[config.mk]
export PLATFORM = sky130hd
export DESIGN_NAME = data_bus_master
export DESIGN_NICKNAME = d
export VERILOG_FILES = /design/src/rtl/data_bus_master_pkg.sv /design/src/rtl/data_bus_master.sv
export SDC_FILE = /design/constraint.sdc
export NUM_CORES = 1
export LEC_CHECK = 0
export BUFFER_PORTS_ARGS = -buffer_cell sky130_fd_sc_hd__buf_2
export CORE_MARGIN = 4
export CORE_UTILIZATION = 50
export CTS_BUF_LIST = sky130_fd_sc_hd__clkbuf_8
export CTS_CLUSTER_SIZE = 20
export DETAILED_ROUTE_END_ITERATION = 10
export PLACE_DENSITY = 0.81
export SYNTH_ARGS = -nofsm -noshare
export SYNTH_HDL_FRONTEND = slang
export SYNTH_SLANG_ARGS = --single-unit
[constraint.sdc]
create_clock -name clk -period 2.3 [get_ports clk]
set_input_delay 0.46 -clock clk [delete_from_list [all_inputs] [get_ports clk]]
set_output_delay 0.46 -clock clk [all_outputs]
set_load 0.01 [all_outputs]
[src/rtl/data_bus_master_pkg.sv]
// Shared definitions for the 16-bit peripheral data bus and its core-side initiator.
// The bus mode constants are also used by peripherals that respond on the bus.
package data_bus_master_pkg;

  localparam logic [1:0] BUS_NONE  = 2'b00;
  localparam logic [1:0] BUS_READ  = 2'b01;
  localparam logic [1:0] BUS_WRITE = 2'b10;

  localparam logic [1:0] SIZE_BYTE    = 2'b00;
  localparam logic [1:0] SIZE_HALF    = 2'b01;
  localparam logic [1:0] SIZE_WORD    = 2'b10;
  localparam logic [1:0] SIZE_ILLEGAL = 2'b11;

  typedef enum logic [2:0] {
    IDLE,
    READ_LO,
    READ_HI,
    WRITE_LO,
    WRITE_HI,
    RMW_READ,
    RMW_WRITE,
    ERROR
  } state_e;

  typedef struct packed {
    logic        write;
    logic [1:0]  size;
    logic        is_unsigned;
    logic [31:0] addr;
    logic [31:0] wdata;
  } req_t;

endpackage

[src/rtl/data_bus_master.sv]
// Core-side initiator: turns byte/half/word loads and stores into one or two
// single-cycle halfword bus transactions, with read-modify-write for byte stores.
module data_bus_master
  import data_bus_master_pkg::*;
(
  input  logic        clk,
  input  logic        reset,
  input  logic        req_valid,
  output logic        req_ready,
  input  logic        req_write,
  input  logic [1:0]  req_size,
  input  logic        req_unsigned,
  input  logic [31:0] req_addr,
  input  logic [31:0] req_wdata,
  output logic        resp_valid,
  output logic        resp_error,
  output logic [31:0] resp_rdata,
  output logic [31:0] data_bus_addr,
  output logic [1:0]  data_bus_mode,
  output logic        data_bus_select,
  output logic [15:0] data_bus_write,
  input  logic [15:0] data_bus_read
);

  state_e      state;
  state_e      state_next;
  req_t        req_q;
  logic [15:0] lo_q;
  logic [31:0] base_addr;
  logic [31:0] hi_addr;

  function automatic logic is_bad_request(input logic [1:0] size, input logic [1:0] addr_lsb);
    return (size == SIZE_ILLEGAL) ||
           (size == SIZE_HALF && addr_lsb[0]) ||
           (size == SIZE_WORD && addr_lsb != 2'b00);
  endfunction

  function automatic logic [31:0] extend_load(input logic [15:0] hw, input logic [1:0] size,
                                              input logic is_unsigned, input logic byte_sel);
    logic [7:0] b;
    b = byte_sel ? hw[15:8] : hw[7:0];
    if (size == SIZE_BYTE)
      return is_unsigned ? {24'h0, b} : {{24{b[7]}}, b};
    return is_unsigned ? {16'h0, hw} : {{16{hw[15]}}, hw};
  endfunction

  function automatic logic [15:0] merge_byte(input logic [15:0] hw, input logic byte_sel,
                                             input logic [7:0] b);
    return byte_sel ? {b, hw[7:0]} : {hw[15:8], b};
  endfunction

  assign req_ready = (state == IDLE);
  assign base_addr = {req_q.addr[31:1], 1'b0};
  assign hi_addr   = base_addr + 32'd2;

  // NOTE: every signal written in an always_comb gets a default first, so no path can infer a latch.
  always_comb begin
    state_next = state;
    unique case (state)
      IDLE: begin
        if (req_valid) begin
          if (is_bad_request(req_size, req_addr[1:0])) state_next = ERROR;
          else if (!req_write)                         state_next = READ_LO;
          else if (req_size == SIZE_BYTE)              state_next = RMW_READ;
          else                                         state_next = WRITE_LO;
        end
      end
      READ_LO:   state_next = (req_q.size == SIZE_WORD) ? READ_HI : IDLE;
      READ_HI:   state_next = IDLE;
      WRITE_LO:  state_next = (req_q.size == SIZE_WORD) ? WRITE_HI : IDLE;
      WRITE_HI:  state_next = IDLE;
      RMW_READ:  state_next = RMW_WRITE;
      RMW_WRITE: state_next = IDLE;
      ERROR:     state_next = IDLE;
      default:   state_next = IDLE;
    endcase
  end

  // Bus outputs depend only on state and the captured request (Moore).
  always_comb begin
    data_bus_mode  = BUS_NONE;
    data_bus_addr  = '0;
    data_bus_write = '0;
    unique case (state)
      READ_LO, RMW_READ: begin
        data_bus_mode = BUS_READ;
        data_bus_addr = base_addr;
      end
      READ_HI: begin
        data_bus_mode = BUS_READ;
        data_bus_addr = hi_addr;
      end
      WRITE_LO: begin
        data_bus_mode  = BUS_WRITE;
        data_bus_addr  = base_addr;
        data_bus_write = req_q.wdata[15:0];
      end
      WRITE_HI: begin
        data_bus_mode  = BUS_WRITE;
        data_bus_addr  = hi_addr;
        data_bus_write = req_q.wdata[31:16];
      end
      RMW_WRITE: begin
        data_bus_mode  = BUS_WRITE;
        data_bus_addr  = base_addr;
        data_bus_write = merge_byte(lo_q, req_q.addr[0], req_q.wdata[7:0]);
      end
      default: ;
    endcase
  end

  assign data_bus_select = (data_bus_mode != BUS_NONE);

  // NOTE: sequential state uses non-blocking assignments so every register samples pre-edge values.
  always_ff @(posedge clk or negedge reset) begin
    if (!reset) begin
      state      <= IDLE;
      req_q      <= '0;
      lo_q       <= '0;
      resp_valid <= 1'b0;
      resp_error <= 1'b0;
      resp_rdata <= '0;
    end else begin
      state      <= state_next;
      resp_valid <= 1'b0;

      if (req_valid && req_ready)
        req_q <= '{write:       req_write,
                   size:        req_size,
                   is_unsigned: req_unsigned,
                   addr:        req_addr,
                   wdata:       req_wdata};

      // Low half of a word load, or the old halfword of a byte store.
      if (state == READ_LO || state == RMW_READ)
        lo_q <= data_bus_read;

      if (state != IDLE && state_next == IDLE) begin
        resp_valid <= 1'b1;
        resp_error <= (state == ERROR);
        unique case (state)
          READ_LO: resp_rdata <= extend_load(data_bus_read, req_q.size,
                                             req_q.is_unsigned, req_q.addr[0]);
          READ_HI: resp_rdata <= {data_bus_read, lo_q};
          default: resp_rdata <= '0;
        endcase
      end
    end
  end

endmodule

==> impl_metrics.env, run 1 <==
export IMPL_worstSetupStartpointType="register"
export IMPL_cp_num_cells=5
export IMPL_skew_ns=0.0147
export IMPL_numCtsBuffers=17
export IMPL_critPathMaxFanout=3
export IMPL_synth_edf_count=0
export IMPL_synthCells=639
export IMPL_viasPerCell=6.09
export IMPL_crit_slowest_cell="or4_4"
export IMPL_core_area_um2=12700
export IMPL_synth_warnings=0
export IMPL_cts_max_level=4
export IMPL_clockBufferDepth=2
export IMPL_finalSetupViolations=49
export IMPL_synth_ff_type="dfrtp_1"
export IMPL_antenna_found_initial=0
export IMPL_powerDensity_nw_per_um2=1700
export IMPL_dp_hpwl_um=15200
export IMPL_finalCritPeriodShare_pct=119
export IMPL_wl_per_cell_um=21.6
export IMPL_ios=173
export IMPL_tns_ns=-11.98
export IMPL_reg2reg_from="state[2]"
export IMPL_power_total_uw=16000
export IMPL_setup_reg_to_reg_worst_slack_ns=0.07
export IMPL_violations="setup timing"
export IMPL_wl_um=23000
export IMPL_drt_iter0_drc=565
export IMPL_rsz0062_at_grt="yes"
export IMPL_antennaDiodeCount=0
export IMPL_critPathRequiredTime_ns=1.84
export IMPL_path_cells="nand4_4 -> or4_4 -> o311a_1 -> a221o_1 -> buf_2"
export IMPL_setup_ws_ns=-0.447
export IMPL_layout_common_cells="buf_2 (160), dfrtp_1 (114), mux2_2 (86)"
export IMPL_cts_sinks=120
export IMPL_grt_max_degree=48
export IMPL_cap_violations=0
export IMPL_layout_commonest_cell="buf_2"
export IMPL_synth_cell_types=66
export IMPL_rows=41
export IMPL_slew_headroom_pct=58.9
export IMPL_ys_seq_elements=120
export IMPL_port_buffers=171
export IMPL_syn_area_per_cell_um2=10.2
export IMPL_critPathTopFamily="simple AND/OR/NAND/NOR gates"
export IMPL_p_leak_uw=0.00424
export IMPL_crit_start="base_addr[12]"
export IMPL_path_buf_inv=1
export IMPL_overflow=0
export IMPL_vias=6499
export IMPL_insertion_delay_ns=0.44
export IMPL_ir_drop_mv=0.902
export IMPL_clkTransAtPathRegs_ns=0.07
export IMPL_synthesis_nets=727
export IMPL_hold_path_class="primary input to register"
export IMPL_synth_async_reset_ratio_pct=100
export IMPL_cpPeakStageDelay_ns=0.58
export IMPL_period_minus_slack_ns=2.75
export IMPL_endpoint="data_bus_addr[24]"
export IMPL_final_antenna_net_count=0
export IMPL_ys_seq_area_share_pct=46.1
export IMPL_die_h_um=122
export IMPL_worst_hold_startpoint="req_addr[23]"
export IMPL_maxSlewViolCount=0
export IMPL_die_w_um=122
export IMPL_gp_congestion=0.927
export IMPL_cp_arrival_ns=2.29
export IMPL_criticalPathCategory="register to output pin"
export IMPL_cts_tree="done"
export IMPL_post_route_drc_count=0
export IMPL_tightest_slew_ns=0.614
export IMPL_grt_pass1_wl_um=34400
export IMPL_layout_nets=970
export IMPL_finalHoldViolCount=0
export IMPL_start_util_pct=51.4
export IMPL_status="finished, violations left"
export IMPL_syn_area_um2=6520
export IMPL_die_area_um2=14900
export IMPL_area_growth_pct=44.6
export IMPL_firstDrtPassIters=5
export IMPL_grt_pass1_vias=6484
export IMPL_grt_use_total_pct=30.2
export IMPL_timing_fmax_ghz=0.364
export IMPL_cts_root_buf="clkbuf_8"
export IMPL_reg2reg_depth=10
export IMPL_rr_endpoint="resp_rdata[7]"
export IMPL_drive_gt1_share_pct=53.1
export IMPL_endpoint_kind="output pin"
power by group:
part	switching, uW	internal (uW)	leakage, uW
Sequential	1030	3210	0.00145
Clock	931	1090	0.000205
Combinational	5030	4730	0.00259
worst min-delay path, stage by stage:
cell and delay (ns):
buf_2 0.08, nand2_1 0.04, o21ai_0 0.06
kinds of logic after synthesis:
group | count (synthesis) | synth area share, %
buf+inv | 57 | 4.13
flops | 120 | 46.1
other cells | 1 | 0.0575
xor+xnor | 4 | 0.538
fa+ha+maj | 1 | 0.192
simple gates | 181 | 14.2
compound gates | 179 | 18.4
mux | 96 | 16.4
timing repair:
item | 4_1_cts | 5_1_grt
endpoints found under the hold margin | 26 | 0
buffers inserted | 29 | 14
endpoints found under the setup margin | 48 | 96
cloned | 8 | 1
pin swaps | 38 | 21
resized for setup | 116 | 64
hold buffers | 1 | 0
sequential cells by signal, indices dropped and copies added, names as in the netlist:
| signal | cells |
|---|---|
| resp_rdata | 32 |
| req_q | 36 |
| lo_q | 16 |
| resp_valid | 1 |
| resp_error | 1 |
| base_addr | 31 |
| state | 3 |
metrics by stage:
step                util [%]  std cells  cell area, um^2  setup slack (ns)  hold WS, ns
finish                  74.4       1067             9420            -0.447        0.236
global placement        62.0        989             7860           -0.0442        0.432
CTS                     71.9       1059             9110            -0.434        0.216
global route            74.4       1067             9420            -0.511        0.222
detailed placement      62.0        989             7860           -0.0612        0.439
floorplan                  -        639             6520            0.0129        0.164
routing by layer:
layer	global-route usage, %	wire [um]
met5	0	0
met4	14.8	947
met3	7.61	1860
met2	50.1	11300
met1	36.9	8870
layout make-up:
| type | count | area (um^2) |
|---|---|---|
| fill | 860 | 3250 |
| timing repair buffer | 272 | 1930 |
| clock buffer | 17 | 234 |
| tap | 172 | 215 |
| inverter | 8 | 30.0 |
| sequential | 120 | 3010 |
| multi-input combinational | 463 | 3810 |
| clock inverter | 15 | 194 |
how the worst min path moves through the flow:
stage | end | slack (ns) | cells past startpoint
after global routing | req_q[28] | 0.22 | 2
after floorplan | base_addr[10] | 0.16 | 0
after global placement | base_addr[28] | 0.43 | 1
after CTS | base_addr[23] | 0.22 | 3
after detailed placement | base_addr[28] | 0.44 | 1
final | base_addr[23] | 0.24 | 3
cells in the mapped netlist (11+ instances only):
cell / n / area share, %
dfrtp_1: 120 / 46
mux2_2: 86 / 15
nand2_1: 58 / 3.3
o21ai_0: 40 / 3.1
nor2_1: 36 / 2.1
a21oi_1: 33 / 2.5
clkbuf_1: 26 / 1.5
a22o_1: 20 / 2.7
nand3_1: 17 / 1.3
a31oi_1: 13 / 1.2
buf_2: 12 / 0.92
nor3_1: 12 / 0.92
a21o_1: 11 / 1.3
o211ai_1: 11 / 1.3
o21ai_1: 11 / 0.84
No activity file was read; power rests on OpenSTA's default activity.
==> run 2, diff against run 1 <==
- PLACE_DENSITY: 0.81 -> not set
- PLACE_DENSITY_LB_ADDON: not set -> 0.08
==> impl_metrics.env, run 2 (synthesis gave the netlist of run 1 again) <==
export IMPL_antenna_found_initial=0
export IMPL_viasPerCell=5.90
export IMPL_grt_pass1_vias=6309
export IMPL_status="finished, violations left"
export IMPL_overflow=0
export IMPL_criticalPathCategory="register to output pin"
export IMPL_critPathRequiredTime_ns=1.84
export IMPL_post_route_drc_count=0
export IMPL_critPathMaxFanout=3
export IMPL_cts_tree="done"
export IMPL_cts_root_buf="clkbuf_8"
export IMPL_timing_fmax_ghz=0.365
export IMPL_skew_ns=0.0115
export IMPL_final_antenna_net_count=0
export IMPL_clockBufferDepth=2
export IMPL_drive_gt1_share_pct=53.8
export IMPL_top_register="req_q"
export IMPL_drt_iter0_drc=488
export IMPL_layout_common_cells="buf_2 (166), dfrtp_1 (114), mux2_2 (86)"
export IMPL_powerDensity_nw_per_um2=1660
export IMPL_clkTransAtPathRegs_ns=0.08
export IMPL_firstDrtPassIters=5
export IMPL_finalSetupViolations=48
export IMPL_tightest_slew_ns=0.559
export IMPL_insertion_delay_ns=0.46
export IMPL_port_buffers=171
export IMPL_layout_nets=981
export IMPL_area_growth_pct=45.0
export IMPL_p_leak_uw=0.00432
export IMPL_start_util_pct=51.4
export IMPL_cp_arrival_ns=2.28
export IMPL_maxSlewViolCount=0
export IMPL_wl_um=21800
export IMPL_ios=173
export IMPL_layout_cells_non_filler=1079
export IMPL_rows=41
export IMPL_slew_headroom_pct=62.5
export IMPL_die_w_um=122
export IMPL_cap_violations=0
export IMPL_cts_sinks=120
export IMPL_layout_commonest_cell="buf_2"
export IMPL_dp_cells=992
export IMPL_die_h_um=122
export IMPL_largest_reg_flops=36
export IMPL_pre_cts_ws_ns=-0.0323
export IMPL_ir_drop_mv=0.848
export IMPL_violations="setup timing"
export IMPL_period_minus_slack_ns=2.74
export IMPL_wl_per_cell_um=20.2
export IMPL_die_area_um2=14900
export IMPL_grt_pass1_wl_um=33000
export IMPL_multiInputGateArea_um2=3760
export IMPL_finalCritPeriodShare_pct=119
export IMPL_seqCellArea_um2=3010
export IMPL_grt_max_degree=63
export IMPL_cts_max_level=4
export IMPL_core_area_um2=12700
export IMPL_fill_cells=908
export IMPL_endpoint_kind="output pin"
export IMPL_grt_use_total_pct=28.6
export IMPL_vias=6362
export IMPL_gp_congestion=0.908
export IMPL_dp_hpwl_um=14100
export IMPL_hold_path_class="primary input to register"
export IMPL_rsz0062_at_grt="yes"
export IMPL_numCtsBuffers=17
export IMPL_worstSetupStartpointType="register"
export IMPL_setup_ws_ns=-0.439
export IMPL_finalHoldViolCount=0
-- run 2: critical path, cell delays in order (launching register included) --
cell	delay, ns
dfrtp_1	0.40
nand4_4	0.14
or4_4	0.55
o311a_1	0.34
a221o_1	0.25
buf_2	0.14
-- run 2: layer usage --
metal | vias up | wire length, um | global-route usage (%)
met1 | 3160 | 8710 | 35.7
li1 | 2893 | - | -
met4 | 0 | 584 | 10.7
met3 | 50 | 1370 | 6.69
met2 | 259 | 11100 | 48.6
met5 | - | 0 | 0
-- run 2: repair_timing --
item	4_1_cts	5_1_grt
gates resized for setup	96	91
gates cloned	8	2
pin swaps	25	45
buffers inserted	26	24
endpoints found under the hold margin	32	0
hold buffers	1	0
endpoints found under the setup margin	47	77
-- run 2: power by group --
part           leakage [uW]  switching (uW)  internal, uW  total, uW
logic               0.00268            4850          4670       9520
clock network      0.000203             980          1020       2000
registers           0.00145             944          3210       4150
-- run 2: area by class of cell --
cell class | count | area share, %
clock buffer | 18 | 2.62
sequential | 120 | 31.9
tap | 172 | 2.28
multi-input combinational | 462 | 39.8
inverter | 8 | 0.318
timing repair buffer | 284 | 21.4
clock inverter | 14 | 1.71
antenna | 1 | 0.0265
-- run 2: per-stage QoR --
stage               hold slack [ns]  instance area (um^2)  utilization (%)  TNS, ns  power, uW
finish                        0.227                  9450             74.6   -10.65      15700
global route                  0.210                  9440             74.5   -14.48      16600
CTS                           0.214                  8930             70.5    -8.21      14600
detailed placement            0.451                  7880             62.2  -0.0643      11400
global placement              0.435                  7880             62.2        0      11200
floorplan                     0.164                  6520                -        0       8500
-- run 2: final timing paths --
path,cells past startpoint,start,slack [ns],to
hold / removal,3,req_addr[15],0.23,base_addr[15]
max in group asynchronous,3,reset,1.09,req_q[32]
min in group asynchronous,2,reset,0.51,resp_rdata[30]
setup / recovery,5,base_addr[13],-0.44,data_bus_addr[24]
hold reg to reg,2,resp_rdata[19],0.48,resp_rdata[19]
setup reg to reg,9,state[2],0.10,base_addr[9]
